==> src/rtl/vcpu_pkg.sv <==
// Shared definitions for the vcpu loader: default widths and the loader state set.
package vcpu_pkg;

   localparam int VCPU_ADDR_WIDTH = 16;
   localparam int VCPU_DATA_WIDTH = 8;

   typedef enum logic [2:0] {
      LEN_LO,
      LEN_HI,
      DATA_WAIT,
      WR_SETUP,
      WR_PULSE,
      RUN
   } loader_state_e;

   // States in which the loader is willing to take a stream byte.
   function automatic logic state_accepts_byte(input loader_state_e s);
      return (s == LEN_LO) || (s == LEN_HI) || (s == DATA_WAIT);
   endfunction

endpackage

==> src/rtl/vcpu_mem_port_mux.sv <==
// 2:1 selector for the memory port: loader side when sel = 0, CPU side when sel = 1.
module vcpu_mem_port_mux
   import vcpu_pkg::*;
#(
   parameter int ADDR_WIDTH = VCPU_ADDR_WIDTH,
   parameter int DATA_WIDTH = VCPU_DATA_WIDTH
) (
   input  logic                  sel,
   input  logic                  ld_clk,
   input  logic                  ld_we,
   input  logic [ADDR_WIDTH-1:0] ld_address,
   input  logic [DATA_WIDTH-1:0] ld_data,
   input  logic                  cpu_clk,
   input  logic                  cpu_we,
   input  logic [ADDR_WIDTH-1:0] cpu_address,
   input  logic [DATA_WIDTH-1:0] cpu_data,
   output logic                  mem_clk,
   output logic                  mem_we,
   output logic [ADDR_WIDTH-1:0] mem_address,
   output logic [DATA_WIDTH-1:0] mem_data
);

   // Purely combinational port selection; no state so ownership changes instantly.
   always_comb begin
      if (sel) begin
         mem_clk     = cpu_clk;
         mem_we      = cpu_we;
         mem_address = cpu_address;
         mem_data    = cpu_data;
      end else begin
         mem_clk     = ld_clk;
         mem_we      = ld_we;
         mem_address = ld_address;
         mem_data    = ld_data;
      end
   end

endmodule

==> src/rtl/vcpu_loader.sv <==
// Boot loader: takes a length-prefixed byte stream, writes it to memory from
// address 0, then hands the memory port to the CPU and enables it.
module vcpu_loader
   import vcpu_pkg::*;
#(
   parameter int ADDR_WIDTH = VCPU_ADDR_WIDTH,
   parameter int DATA_WIDTH = VCPU_DATA_WIDTH
) (
   input  logic                  clk,
   input  logic                  reset,
   input  logic [DATA_WIDTH-1:0] rxData,
   input  logic                  rxValid,
   output logic                  rxReady,
   output logic                  cpuRun,
   input  logic                  cpuMemClk,
   input  logic                  cpuMemWE,
   input  logic [ADDR_WIDTH-1:0] cpuMemAddress,
   input  logic [DATA_WIDTH-1:0] cpuMemData,
   output logic [DATA_WIDTH-1:0] cpuMemQ,
   output logic                  memClk,
   output logic                  memWE,
   output logic [ADDR_WIDTH-1:0] memAddress,
   output logic [DATA_WIDTH-1:0] memData,
   input  logic [DATA_WIDTH-1:0] memQ
);

   loader_state_e         state_q, state_d;
   logic [ADDR_WIDTH-1:0] len_q, len_d;
   logic [ADDR_WIDTH-1:0] count_q, count_d;
   logic                  ld_clk_q, ld_clk_d;
   logic                  ld_we_q, ld_we_d;
   logic [ADDR_WIDTH-1:0] ld_addr_q, ld_addr_d;
   logic [DATA_WIDTH-1:0] ld_data_q, ld_data_d;
   logic                  run_q, run_d;
   logic                  accept;
   logic [ADDR_WIDTH-1:0] count_inc;

   assign rxReady   = !reset && state_accepts_byte(state_q);
   assign accept    = rxValid && rxReady;
   assign count_inc = count_q + ADDR_WIDTH'(1);
   assign cpuRun    = run_q;
   assign cpuMemQ   = memQ;

   // Next-state and loader-side port values; the write strobe defaults low so
   // stalls never produce a memClk edge.
   always_comb begin
      state_d   = state_q;
      len_d     = len_q;
      count_d   = count_q;
      ld_clk_d  = 1'b0;
      ld_we_d   = 1'b0;
      ld_addr_d = ld_addr_q;
      ld_data_d = ld_data_q;
      run_d     = run_q;
      case (state_q)
         LEN_LO: begin
            if (accept) begin
               len_d   = ADDR_WIDTH'(rxData);
               state_d = LEN_HI;
            end
         end
         LEN_HI: begin
            if (accept) begin
               len_d = len_q | (ADDR_WIDTH'(rxData) << DATA_WIDTH);
               if (len_d == '0) begin
                  state_d = RUN;
                  run_d   = 1'b1;
               end else begin
                  state_d = DATA_WAIT;
               end
            end
         end
         DATA_WAIT: begin
            if (accept) begin
               // Address, data and WE settle a full cycle ahead of the clock rise.
               ld_addr_d = count_q;
               ld_data_d = rxData;
               ld_we_d   = 1'b1;
               state_d   = WR_SETUP;
            end
         end
         WR_SETUP: begin
            ld_we_d  = 1'b1;
            ld_clk_d = 1'b1;
            state_d  = WR_PULSE;
         end
         WR_PULSE: begin
            count_d = count_inc;
            if (count_inc == len_q) begin
               state_d = RUN;
               run_d   = 1'b1;
            end else begin
               state_d = DATA_WAIT;
            end
         end
         RUN: begin
            state_d = RUN;
         end
         default: begin
            state_d = LEN_LO;
         end
      endcase
   end

   // State and loader-port registers; reset drops any in-flight write pulse.
   always_ff @(posedge clk) begin
      if (reset) begin
         state_q   <= LEN_LO;
         len_q     <= '0;
         count_q   <= '0;
         ld_clk_q  <= 1'b0;
         ld_we_q   <= 1'b0;
         ld_addr_q <= '0;
         ld_data_q <= '0;
         run_q     <= 1'b0;
      end else begin
         state_q   <= state_d;
         len_q     <= len_d;
         count_q   <= count_d;
         ld_clk_q  <= ld_clk_d;
         ld_we_q   <= ld_we_d;
         ld_addr_q <= ld_addr_d;
         ld_data_q <= ld_data_d;
         run_q     <= run_d;
      end
   end

   vcpu_mem_port_mux #(
      .ADDR_WIDTH (ADDR_WIDTH),
      .DATA_WIDTH (DATA_WIDTH)
   ) u_port_mux (
      .sel         (run_q),
      .ld_clk      (ld_clk_q),
      .ld_we       (ld_we_q),
      .ld_address  (ld_addr_q),
      .ld_data     (ld_data_q),
      .cpu_clk     (cpuMemClk),
      .cpu_we      (cpuMemWE),
      .cpu_address (cpuMemAddress),
      .cpu_data    (cpuMemData),
      .mem_clk     (memClk),
      .mem_we      (memWE),
      .mem_address (memAddress),
      .mem_data    (memData)
   );

endmodule

==> config.mk <==
export PLATFORM = sky130hd
export DESIGN_NAME = vcpu_loader
export DESIGN_NICKNAME = d
export VERILOG_FILES = /design/src/rtl/vcpu_pkg.sv /design/src/rtl/vcpu_mem_port_mux.sv /design/src/rtl/vcpu_loader.sv
export SDC_FILE = /design/constraint.sdc
export NUM_CORES = 1
export LEC_CHECK = 0
export ABC_AREA = 1
export BUFFER_PORTS_ARGS = -buffer_cell sky130_fd_sc_hd__buf_2
export CAP_MARGIN = 20
export CORE_ASPECT_RATIO = 0.5
export CORE_MARGIN = 4
export CORE_UTILIZATION = 55
export CTS_CLUSTER_SIZE = 12
export DETAILED_ROUTE_END_ITERATION = 10
export GPL_ROUTABILITY_DRIVEN = 0
export PLACE_DENSITY = 0.92
export SYNTH_ARGS = -nofsm -noshare
export SYNTH_HDL_FRONTEND = slang
export SYNTH_SLANG_ARGS = --single-unit
==> constraint.sdc <==
create_clock -name clk -period 2.9 [get_ports clk]
set_input_delay 0.58 -clock clk [delete_from_list [all_inputs] [get_ports clk]]
set_output_delay 0.58 -clock clk [all_outputs]
set_load 0.03 [all_outputs]
==> flow_metrics.env <==
export IMPL_status="completed"
export IMPL_internal_power_mw=1.74
export IMPL_post_cts_buffers=0
export IMPL_antenna_found_initial=0
export IMPL_clkPwrFrac=0.471
export IMPL_antennaDiodeCount=0
export IMPL_yosysTopAreaCell="dfxtp_1"
export IMPL_start_kind="register"
export IMPL_viasPerCell=5.58
export IMPL_final_min_clock_period_ps=2330
export IMPL_switching_share=0.268
export IMPL_die_y_um=64.6
export IMPL_grt_max_degree=53
export IMPL_clk_latency_ps=330
export IMPL_total_leakage_power_nw=1.93
export IMPL_drive_gt1_frac=0.201
export IMPL_fin_total_pwr_mw=2.37
export IMPL_layoutNonFillerInstCount=676
export IMPL_synth_mux_area_frac=0
export IMPL_post_dp_hpwl_mm=6.34
export IMPL_crit_fanout=49
export IMPL_vias=3770
export IMPL_worst_pin_slew_ps=777
export IMPL_synth_fa_ha_area_frac=0.00356
export IMPL_die_area_sq_um=7820
export IMPL_initial_core_util=0.574
export IMPL_setup_viol=0
export IMPL_die_w_um=121
export IMPL_wl_per_cell_um=14.4
export IMPL_synth_warnings=0
export IMPL_ys_types=32
export IMPL_critical_path_class="register to register"
export IMPL_arrival_ps=2510
export IMPL_cts_buffer_depth=2
export IMPL_synthSimpleGateAreaFrac=0.295
export IMPL_crit_path_end_kind="register"
export IMPL_track_usage=0.252
export IMPL_numCtsBuffers=9
export IMPL_syn_to_final_growth_pct=17.3
export IMPL_yosys_area_share_xor_xnor=0.00498
export IMPL_grt_pass1_wl_mm=15.7
export IMPL_cts_max_level=3
export IMPL_fmax_mhz=429
export IMPL_cts_tree="built"
export IMPL_async_flop_share=0
export IMPL_ir_worst_vdd_v=0.000329
export IMPL_ant_nets=0
export IMPL_seqPwrFrac=0.383
export IMPL_root_buffer="clkbuf_16"
export IMPL_r2r_slack_ps=570
export IMPL_finalSetupTns_ps=0
export IMPL_timing_final_crit_share=0.803
export IMPL_pin_count=81
export IMPL_wirelength_mm=9.75
export IMPL_power_switching_uw=636
export IMPL_synth_edff_count=0
export IMPL_first_global_vias=3325
export IMPL_cp_required_ps=3080
export IMPL_yosysMostFrequentCell="nand2_1"
export IMPL_cts_resized=0
export IMPL_skew_ps=6.09
export IMPL_syn_area_per_cell_sq_um=6.59
export IMPL_drv_cap=0
export IMPL_synth_cell_area_sq_um=3520
export IMPL_synth_compound_area_frac=0.209
export IMPL_synth_top_family_by_area="simple AND/OR/NAND/NOR gates"
export IMPL_power_density_nw_per_um2=575
export IMPL_nNetsFinal=630
export IMPL_final_max_slew_violation_count=0
export IMPL_synth_fp_nets=580
export IMPL_core_sq_um=6130
export IMPL_placedCellCount=661
export IMPL_ys_seq_elements=62
export IMPL_syn_inst=534
export IMPL_rsz0062_at_grt="no"
export IMPL_path_clk_slew_ps=50
export IMPL_grt_overflow=0
export IMPL_firstDrtPassIters=5
export IMPL_synth_common_cells="nand2_1, inv_1, dfxtp_1, o21ai_0, a21oi_1"
export IMPL_num_rows=20
export IMPL_io_buffers=64
export IMPL_synthFlopType="dfxtp_1"
export IMPL_yosysSeqAreaShare=0.353
export IMPL_synth_area_top_cells="dfxtp_1, nand2_1, o21ai_0, inv_1, a21oi_1"
export IMPL_maxSlewHeadroom=0.480
export IMPL_hold_buffers=0
export IMPL_hold_viol_final=0
export IMPL_clock_sinks=62
export IMPL_drcViolationCount=0
export IMPL_synth_top_area_frac=0.353
export IMPL_pwr_share_comb=0.146
export IMPL_drt_iter0_drc=635
export IMPL_hold_path_class="register to register"
## cell families after synthesis
family | after synthesis
AND/OR/NAND/NOR | 224
adder cells (fa/ha/maj) | 1
buffers and inverters | 114
XOR/XNOR | 2
AO/OA/AOI/OAI | 131
flip-flops | 62
## cell usage in the layout, fill, tap and decap left out, types with 3 or more instances in the layout
master	n
nand3_1	33
nand4_1	11
nor2_1	34
buf_2	64
clkbuf_16	9
buf_4	4
nand2_1	116
nor3_1	6
inv_2	8
nand2_2	5
a211oi_2	8
o211ai_1	4
dfxtp_1	62
inv_1	76
nand3b_1	4
a21oi_1	53
clkinv_2	3
nor2_2	4
o21ai_0	62
## layout make-up
type                            count  area [sq um]
Clock buffer                       10           229
Clock inverter                      5          75.1
Fill cell                         459          2000
Inverter                           85           319
Multi-Input combinational cell    358          1800
Sequential cell                    62          1240
Tap cell                           88           110
Timing Repair Buffer               68           350
## registers in the layout (all words and copies together), names as in the netlist
register / cells
ld_addr_q: 16
count_q: 16
ld_we_q: 1
len_q: 16
ld_clk_q: 1
cpuRun: 1
ld_data_q: 8
state_q: 3
## critical path, stage by stage (launching register included)
cell and delay, ps:
dfxtp_1 400, inv_2 50, nor2_2 110, inv_2 50
nor2_2 170, nor2_1 80, inv_2 60, nand2_1 50
inv_2 50, nand2_2 70, inv_2 80, nand2_2 420
o21ai_0 450, a21oi_1 90
## power groups by stage
stage,combinational [mW],clock [mW],sequential (mW)
final,0.347,1.12,0.908
after global routing,0.382,1.16,0.911
after CTS,0.341,1.12,0.907
after detailed placement,0.333,0,0.923
after global placement,0.326,0,0.922
after floorplan,0.267,0,0.920
## per-stage QoR
stage	setup WS (ps)	utilization	hold slack [ps]	area (sq um)
floorplan	850	-	424	3520
global placement	813	0.623	434	3820
detailed placement	713	0.623	440	3820
CTS	592	0.673	447	4130
global route	361	0.673	465	4130
finish	570	0.673	446	4130
## worst paths after layout
path | endpoint | cells after the start | start
worst max-delay path | ld_addr_q[11] | 13 | state_q[0]
worst min-delay path | ld_addr_q[3] | 2 | ld_addr_q[3]
worst max register to register | ld_addr_q[11] | 13 | state_q[0]
worst min register to register | ld_addr_q[3] | 2 | ld_addr_q[3]
## per-layer routing
metal	up-vias	share of wire	global-route usage
met3	40	0.12	0.0610
met2	235	0.43	0.390
met4	0	0.032	0.102
met1	1667	0.42	0.340
met5	-	0	0
li1	1828	-	-
(Power assumes the default switching activity.)
